File: src/rtl/mrd_tlp_requester.sv
// MemRd 3DW TLP header generator for the gather read DMA.
// Splits each DMA read request at MRRS (and optionally 4 KB) boundaries,
// issues one round-robin tag per TLP and tracks tags until they are freed.
// Optional feature macro: MRD_4K_BOUNDARY_EN (chunks never cross a 4 KB page).
//
// state    | meaning
// ---------+-----------------------------------------------------------
// IDLE     | waiting for dma_read_valid; latches the request
// CALC     | computes the next chunk size; checks the next tag is free
// WAIT_TAG | next tag still outstanding; stall until it is freed
// SEND     | header presented on tx_*; held until tx_tready
// DONE     | one-cycle dma_read_done pulse

module mrd_tlp_requester #(
   parameter int unsigned TAG_COUNT = 32
) (
   input  logic         i_clk,
   input  logic         i_rst,
   input  logic [15:0]  pcie_dcommand,
   input  logic [15:0]  requester_id,
   input  logic [31:0]  dma_read_addr,
   input  logic [9:0]   dma_read_len,
   input  logic         dma_read_valid,
   output logic         dma_read_done,
   output logic [7:0]   current_tag,
   input  logic         tag_free_valid,
   input  logic [7:0]   tag_free_tag,
   output logic [127:0] tx_tdata,
   output logic [15:0]  tx_tkeep,
   output logic         tx_tlast,
   output logic         tx_tvalid,
   input  logic         tx_tready,
   output logic [8:0]   tags_outstanding
);

   localparam int TW = $clog2(TAG_COUNT);
   localparam logic [TAG_COUNT-1:0] ONE_V = TAG_COUNT'(1);

   typedef enum logic [2:0] {S_IDLE, S_CALC, S_WAIT_TAG, S_SEND, S_DONE} state_t;

   state_t               state_q, state_d;
   logic [31:0]          addr_q, addr_d;
   logic [10:0]          rem_q, rem_d;
   logic [10:0]          chunk_q, chunk_d;
   logic [2:0]           mrrs_code_q, mrrs_code_d;
   logic [15:0]          rid_q, rid_d;
   logic [7:0]           tag_q, tag_d;
   logic [TAG_COUNT-1:0] bitmap_q, bitmap_d;
   logic [8:0]           cnt_q, cnt_d;
   logic [127:0]         tdata_q, tdata_d;

   logic [10:0]          mrrs_dw;
   logic [10:0]          chunk_c;
   logic [10:0]          hdr_chunk;
   logic [127:0]         hdr_c;
   logic [TW-1:0]        tag_idx;
   logic [TW-1:0]        free_idx;
   logic                 free_hit;
   logic                 alloc;
   logic [TAG_COUNT-1:0] set_vec;
   logic [TAG_COUNT-1:0] clr_vec;
   logic                 unused_ok;

   assign unused_ok = ^{pcie_dcommand[15], pcie_dcommand[11:0]};

   assign tag_idx  = tag_q[TW-1:0];
   assign free_idx = tag_free_tag[TW-1:0];

   // Chunk size for the next TLP: bounded by remaining length, MRRS and (optionally) the 4 KB page.
   always_comb begin
      mrrs_dw = (mrrs_code_q <= 3'd5) ? (11'd32 << mrrs_code_q) : 11'd32;
      chunk_c = (rem_q < mrrs_dw) ? rem_q : mrrs_dw;
`ifdef MRD_4K_BOUNDARY_EN
      if ((11'd1024 - {1'b0, addr_q[11:2]}) < chunk_c)
         chunk_c = 11'd1024 - {1'b0, addr_q[11:2]};
`endif
   end

   // Header contents; in CALC the chunk register is not loaded yet, so use the fresh value.
   always_comb begin
      hdr_chunk = (state_q == S_CALC) ? chunk_c : chunk_q;
      hdr_c     = {32'h0,
                   addr_q[31:2], 2'b00,
                   rid_q, tag_q, (hdr_chunk == 11'd1) ? 4'h0 : 4'hF, 4'hF,
                   3'b000, 5'b00000, 14'h0, hdr_chunk[9:0]};
   end

   // Next-state logic for the request FSM, tag bitmap and outstanding counter.
   always_comb begin
      state_d     = state_q;
      addr_d      = addr_q;
      rem_d       = rem_q;
      chunk_d     = chunk_q;
      mrrs_code_d = mrrs_code_q;
      rid_d       = rid_q;
      tag_d       = tag_q;
      tdata_d     = tdata_q;
      alloc       = 1'b0;
      unique case (state_q)
         S_IDLE: begin
            if (dma_read_valid) begin
               addr_d      = dma_read_addr;
               rem_d       = (dma_read_len == 10'd0) ? 11'd1024 : {1'b0, dma_read_len};
               mrrs_code_d = pcie_dcommand[14:12];
               rid_d       = requester_id;
               state_d     = S_CALC;
            end
         end
         S_CALC: begin
            chunk_d = chunk_c;
            if (bitmap_q[tag_idx]) begin
               state_d = S_WAIT_TAG;
            end else begin
               state_d = S_SEND;
               tdata_d = hdr_c;
            end
         end
         S_WAIT_TAG: begin
            if (!bitmap_q[tag_idx]) begin
               state_d = S_SEND;
               tdata_d = hdr_c;
            end
         end
         S_SEND: begin
            if (tx_tready) begin
               alloc   = 1'b1;
               tag_d   = (tag_q == 8'(TAG_COUNT - 1)) ? 8'd0 : tag_q + 8'd1;
               addr_d  = addr_q + {19'h0, chunk_q, 2'b00};
               rem_d   = rem_q - chunk_q;
               state_d = (rem_q == chunk_q) ? S_DONE : S_CALC;
            end
         end
         S_DONE: begin
            state_d = S_IDLE;
         end
         default: begin
            state_d = S_IDLE;
         end
      endcase

      free_hit = tag_free_valid && ({1'b0, tag_free_tag} < 9'(TAG_COUNT)) && bitmap_q[free_idx];
      set_vec  = alloc    ? (ONE_V << tag_idx)  : '0;
      clr_vec  = free_hit ? (ONE_V << free_idx) : '0;
      bitmap_d = (bitmap_q & ~clr_vec) | set_vec;
      cnt_d    = cnt_q;
      if (alloc && !free_hit)
         cnt_d = cnt_q + 9'd1;
      else if (!alloc && free_hit)
         cnt_d = cnt_q - 9'd1;
   end

   // State and datapath registers; reset abandons any request in flight.
   always_ff @(posedge i_clk) begin
      if (i_rst) begin
         state_q     <= S_IDLE;
         addr_q      <= '0;
         rem_q       <= '0;
         chunk_q     <= '0;
         mrrs_code_q <= '0;
         rid_q       <= '0;
         tag_q       <= '0;
         bitmap_q    <= '0;
         cnt_q       <= '0;
         tdata_q     <= '0;
      end else begin
         state_q     <= state_d;
         addr_q      <= addr_d;
         rem_q       <= rem_d;
         chunk_q     <= chunk_d;
         mrrs_code_q <= mrrs_code_d;
         rid_q       <= rid_d;
         tag_q       <= tag_d;
         bitmap_q    <= bitmap_d;
         cnt_q       <= cnt_d;
         tdata_q     <= tdata_d;
      end
   end

   assign tx_tvalid        = (state_q == S_SEND);
   assign dma_read_done    = (state_q == S_DONE);
   assign tx_tdata         = tdata_q;
   assign tx_tkeep         = 16'h0FFF;
   assign tx_tlast         = 1'b1;
   assign current_tag      = tag_q;
   assign tags_outstanding = cnt_q;

endmodule

File: config.mk
export PLATFORM = sky130hd
export DESIGN_NAME = mrd_tlp_requester
export DESIGN_NICKNAME = d
export VERILOG_FILES = /design/src/rtl/mrd_tlp_requester.sv
export SDC_FILE = /design/constraint.sdc
export NUM_CORES = 1
export LEC_CHECK = 0
export ABC_AREA = 1
export CAP_MARGIN = 30
export CORE_MARGIN = 1
export CORE_UTILIZATION = 40
export CTS_BUF_LIST = sky130_fd_sc_hd__clkbuf_8
export DETAILED_ROUTE_END_ITERATION = 8
export PLACE_DENSITY = 0.76
export SLEW_MARGIN = 15
export SYNTH_ARGS = -nofsm -noshare
export SYNTH_HDL_FRONTEND = slang
export SYNTH_SLANG_ARGS = --single-unit
File: constraint.sdc
create_clock -name i_clk -period 7.2 [get_ports i_clk]
set_clock_uncertainty 0.1 [all_clocks]
set_input_delay 1.8 -clock i_clk [delete_from_list [all_inputs] [get_ports i_clk]]
set_output_delay 1.8 -clock i_clk [all_outputs]
set_load 0.005 [all_outputs]
==> results of run 1 <==
state kept, by name (all words and copies together) (netlist names):
signal	flops
current_tag	8
tx_tdata	66
addr_q	30
bitmap_q	32
rid_q	16
tags_outstanding	9
chunk_q	11
rem_q	11
mrrs_code_q	3
state_q	3
power by group:
| group | internal (uW) | switching (uW) | total [uW] |
|---|---|---|---|
| Clock | 287 | 415 | 703 |
| Sequential | 1240 | 140 | 1380 |
| Combinational | 559 | 736 | 1290 |
critical path: cells and delay by family:
family / cells / cell delay [ps]
AOI/OAI and AO/OA: 7 / 830
adders and majority gates: 2 / 560
buffers and inverters: 3 / 1250
and+or+nand+nor: 8 / 1140
metal layers:
metal  vias to the layer above  global-route usage
li1                       5643                   -
met1                      5205               0.292
met2                       423               0.367
met3                        43              0.0495
met4                         0              0.0772
met5                         -                   0
synthesized netlist by cell type (8+ instances only):
library cell | count | share of area
nand2_1 | 301 | 0.10
nor2_1 | 201 | 0.067
dfxtp_1 | 189 | 0.33
a21oi_1 | 182 | 0.080
inv_1 | 174 | 0.058
o21ai_0 | 140 | 0.062
nand3_1 | 111 | 0.049
buf_4 | 90 | 0.060
nand4_1 | 59 | 0.033
clkbuf_1 | 53 | 0.018
ha_1 | 41 | 0.045
nor3_1 | 37 | 0.016
xor2_1 | 24 | 0.019
buf_2 | 23 | 0.010
o21ai_1 | 8 | 0.0035
cell type report:
| cell class | instances | area, um2 | share of cell area |
|---|---|---|---|
| flip-flops and latches | 189 | 3780 | 0.286 |
| clock inverters | 11 | 98.8 | 0.00748 |
| well taps | 378 | 473 | 0.0358 |
| clock buffers | 21 | 289 | 0.0219 |
| repair buffers | 178 | 1770 | 0.134 |
| inverters | 182 | 686 | 0.0519 |
| multi-input cells | 1234 | 6110 | 0.463 |
logic make-up after synthesis:
family | after synthesis | synth area share
xor+xnor | 24 | 0.0186
other cells | 2 | 0.000663
flops | 189 | 0.334
compound gates | 357 | 0.164
buf+inv | 351 | 0.150
simple gates | 736 | 0.282
fa+ha+maj | 44 | 0.0506
worst max path at each step:
stage               depth (start not counted)             endpoint  slack (ps)             from
floorplan                                  19  tags_outstanding[8]        2520  tag_free_tag[0]
global placement                           19  tags_outstanding[6]        1520  tag_free_tag[0]
detailed placement                         20  tags_outstanding[8]        1450  tag_free_tag[0]
CTS                                        20  tags_outstanding[8]        1950  tag_free_tag[0]
global route                               20  tags_outstanding[8]        1650  tag_free_tag[0]
finish                                     20  tags_outstanding[8]        1870  tag_free_tag[0]
through the flow:
| stage | worst slack [ps] | power [uW] | std cells |
|---|---|---|---|
| 2_1_floorplan | 2520 | 2200 | 1774 |
| 3_3_place_gp | 1520 | 2660 | 2158 |
| 3_5_place_dp | 1450 | 2670 | 2158 |
| 4_1_cts | 1950 | 3380 | 2190 |
| 5_1_grt | 1650 | 3640 | 2193 |
| 6_report | 1870 | 3380 | 2193 |
==> metrics, run 1 <==
CP peak stage delay 700 ps; Ports 251; Top Metal Used met4; Antenna Diode Count 0; Worst Path Required 7460 ps; Final Util 0.474; Mapped Cells 1703; Num CTS Buffers 17; commonest non-fill, non-tap cell in the layout nand2_1; hpwl dp 22800 um; crit path time final 5330 ps; Startpoint Class primary input; Synth Cell Area 11300 um2; initial antenna violation count 0; R2R depth 16; Initial DRT Pass Iterations 5; vias per inst 5.16; vias in the first global route 10400; Post-synth EDFFs 0; final-stage net count 1933; max_cap viols 0; Hold Crit Depth 2; die area 29000 um2; setup repair bufs after CTS 0; Port Buffers 162; FF-to-FF setup slack 3630 ps; Core ar. 27900 um2; total number of vias 11300; post-synth cell types 46; Max-slew headroom 0.363; Most used DFF post-synth dfxtp_1; synthesized area per cell 6.65 um2; FILL cells 2856; TNS Setup 0 ps; CP dominant cell by count a21oi_1; GRT Total Usage 0.225; hold wc startpoint rid_q[3]; CTS tree built; most frequent cells in the layout nand2_1, nor2_1, dfxtp_1; crit path max-delay cell type clkdlybuf4s50_1; worst-path fanout max 17; peak supply drop 0.271 mV; clk_lat worst skew 460 ps; met1 wire length 14700 um; pin count of the biggest net entering global routing 107; outcome finished clean; Die Y 170 um; wire length on met2 14700 um; Hold EP tx_tdata[51]; total number of yosys warnings 0; Cell Rows 61; Cell Pwr Density 256 nW/um2; Max Root-Sink Buffers 2; minimum hold slack 352 ps; Slew Limit Fails 0; reg2reg start state_q[0]; P&R area growth vs syn 16.7%; share of layout cells above drive strength 1 0.0391; Leak 0.00541 uW; antenna-violating nets left 0; Die X 170 um; register area share after synthesis 0.334; Fmax 0.187 GHz; CTS HTree Levels 4; CP cell instances clkdlybuf4s50_1, nand2_1, nor2_1, a21oi_1, o211ai_1, nand3_1, nand3_1, buf_4, nand3_1, ha_1, inv_1, ha_1, a21oi_1, nand2_1, nand4_1, nand2_1, a21oi_1, o21ai_0, o21ai_0, a21oi_1; post-layout instance area 13200 um2; CTS Hold Bufs 0; DRC viols 0; placed cell areas 12800 um2; Post-synth ARST share 0; RD Place Congestion 0.930; wire length of the first global-routing pass 52400 um; Initial Util 0.407; drt wl/cell 14.9 um; Slew @ Worst Pin 955 ps; DRT Wirelength 32600 um; initial DRC count 885; RSZ-0062 raised after global routing false; Root Buffer clkbuf_8; crit share post-route 0.741; worst hold path type flop to flop; CTS resizes 0; worst reg2reg endpoint tags_outstanding[8]; critical path class primary input to flop; clock-pin slew on the worst setup and hold paths 110 ps; number of hold violations in the final report 0; met3 routed WL 2440 um; TritonCTS Sinks 189; endpoint type of the worst setup path flop; Worst Path Arrival 5590 ps; remaining global-route overflow 0; Setup Viol. Count Final 0; FF+latch count, synth 189
Note: power is estimated with default switching activity, not from simulation.
==> run 2: changes to the inputs <==
PLACE_DENSITY = 0.78   (was 0.76)
clock period = 4.6 ns   (was 7.2 ns; I/O delays follow)
==> metrics, run 2 (synthesized netlist as in run 1, its figures left out) <==
Port Buffers 162 (unchanged); Worst Path Arrival 4290 ps (-1300 ps); number of hold violations in the final report 0 (unchanged); crit path time final 4010 ps; Ports 251 (unchanged); antenna-violating nets left 0 (unchanged); clk_lat worst skew 490 ps (+30 ps); Num CTS Buffers 17 (unchanged); Max-slew headroom 0.367 (+0.00334); CTS tree built; Leak 0.00549 uW (+1.3%); crit path max-delay cell type clkdlybuf4s50_1; Critical Path Source tag_free_tag[0]; DRT Wirelength 33700 um (+3.2%); most frequent cells in the layout nand2_1, nor2_1, dfxtp_1; DRC viols 0 (unchanged); hpwl dp 24100 um (+5.9%); initial antenna violation count 0 (unchanged); Placed Cells 2178 (+0.93%); CP Depth 19 (-5.0%); vias per inst 5.22 (+1.3%); Cell Int Power 3230 uW (+55%); worst reg2reg endpoint tx_tdata[52]; Root Buffer clkbuf_8; initial DRC count 948 (+7.1%); share of layout cells above drive strength 1 0.0475 (+0.00840); CTS Hold Bufs 0 (unchanged); CP cell instances clkdlybuf4s50_1, buf_4, nand2_1, nor2_1, a21oi_1, nand3_1, nand3_1, nand3_1, nand3_1, ha_1, inv_1, ha_1, a21oi_1, nand2_1, a21oi_1, o21ai_0, xor2_1, o21ai_0, inv_1; Slew Limit Fails 0 (unchanged); remaining global-route overflow 0 (unchanged); Comb power frac 0.384 (about the same); CP peak stage delay 580 ps (-120 ps); total number of vias 11500 (+2.0%); GRT Total Usage 0.231 (+0.00619); Fmax 0.250 GHz; outcome finished clean; pre-CTS setup slack 127 ps (-1330 ps); Cell Pwr Density 398 nW/um2 (+56%); Initial DRT Pass Iterations 5 (unchanged); Die Y 170 um (unchanged); pin count of the biggest net entering global routing 77 (-28%); die area 29000 um2 (unchanged); Top Family by Delay on Critical Path buffers and inverters; peak supply drop 0.210 mV (-22%); Setup Viol. Count Final 0 (unchanged); worst hold path type flop to flop; vias in the first global route 10500 (+1.1%); crit share post-route 0.871; endpoint type of the worst setup path flop; FF-to-FF setup slack 1420 ps (-2210 ps); drt wl/cell 15.2 um (+2.4%); CTS HTree Levels 4 (unchanged); Cell Rows 61 (unchanged); Slew @ Worst Pin 950 ps (-5.01 ps); wire length of the first global-routing pass 53400 um (+1.8%); Die X 170 um (unchanged); worst-path fanout max 7 (-10); Power Total 5300 uW (+57%); TritonCTS Sinks 189 (unchanged); final-stage net count 1950 (+0.88%); Core ar. 27900 um2 (unchanged); reg2reg start current_tag[1]; Reg power frac 0.408 (about the same); Sw Share 0.390 (+0.00825); Psw 2070 uW (+60%); critical path class primary input to flop; max_cap viols 0 (unchanged); clock-pin slew on the worst setup and hold paths 110 ps (about the same); setup ws final 594 ps (-1270 ps); Antenna Diode Count 0 (unchanged); RD Place Congestion 0.940 (+1.0%); CP Buf/Inv Count 4 (+1); commonest non-fill, non-tap cell in the layout nand2_1; setup repair bufs after CTS 0 (unchanged); max reg flops 66 (unchanged); Startpoint Class primary input; TNS Setup 0 ps (unchanged); Worst Path Required 4880 ps (-2580 ps); P&R area growth vs syn 17.6%; non-filler cells, final 2209 (+0.73%); Final Util 0.478 (+0.00359); Register Area 3780 um2 (unchanged); RSZ-0062 raised after global routing false; Max Root-Sink Buffers 2 (unchanged); crit path capture tags_outstanding[5]; clock power share 0.208 (about the same); FILL cells 2869 (+0.46%); Initial Util 0.407 (unchanged); CP dominant cell by count nand3_1; R2R depth 14 (-2); CTS resizes 0 (unchanged); area of the multi-input gates 6110 um2 (unchanged)
==> run 2: power groups by stage <==
stage | registers (uW) | logic [uW] | clock network, uW
after floorplan | 2150 | 1280 | 0
after global placement | 2190 | 1990 | 0
after detailed placement | 2200 | 2030 | 0
after CTS | 2160 | 2040 | 1120
after global routing | 2200 | 2280 | 1190
final | 2160 | 2040 | 1100
==> run 2: per-stage QoR <==
stage	hold slack, ps	area, um2
2_1_floorplan	330	11600
3_3_place_gp	339	12900
3_5_place_dp	344	12900
4_1_cts	355	13300
5_1_grt	386	13300
6_report	359	13300
==> run 2: area by class of cell <==
type | instances | area share
multi-input cells | 1234 | 0.459
flip-flops and latches | 189 | 0.284
repair buffers | 195 | 0.142
inverters | 182 | 0.0515
well taps | 378 | 0.0355
clock buffers | 18 | 0.0186
clock inverters | 13 | 0.00921
==> run 2: worst min-delay path by stage <==
| stage | start | endpoint | slack, ps | cells after the start |
|---|---|---|---|---|
| 2_1_floorplan | rid_q[0] | rid_q[0] | 330 | 2 |
| 3_3_place_gp | rid_q[2] | rid_q[2] | 340 | 2 |
| 3_5_place_dp | rid_q[4] | rid_q[4] | 340 | 2 |
| 4_1_cts | rid_q[10] | tx_tdata[58] | 350 | 2 |
| 5_1_grt | rid_q[10] | tx_tdata[58] | 390 | 2 |
| 6_report | rid_q[8] | rid_q[8] | 360 | 2 |
==> run 2: worst reg2reg max path: cells and delay by family, from the launching register on <==
family                 cells  cell delay, ps
buffers and inverters      4            1350
and+or+nand+nor            8            1040
DFF                        1             330
AOI/OAI and AO/OA          2             300
==> run 2: routing by layer <==
layer	wire, um	vias up	GRT usage	part of all wire
met4	866	0	0.0862	0.026
met1	14900	5303	0.303	0.44
met3	2780	65	0.0507	0.083
met5	0	-	0	0
li1	-	5686	-	-
met2	15100	488	0.371	0.45
==> run 3: changes to the inputs <==
SKIP_CTS_REPAIR_TIMING = 1   (was not set)
==> results of run 3 <==
The final DEF is identical to that of run 2; final timing and power are the same.
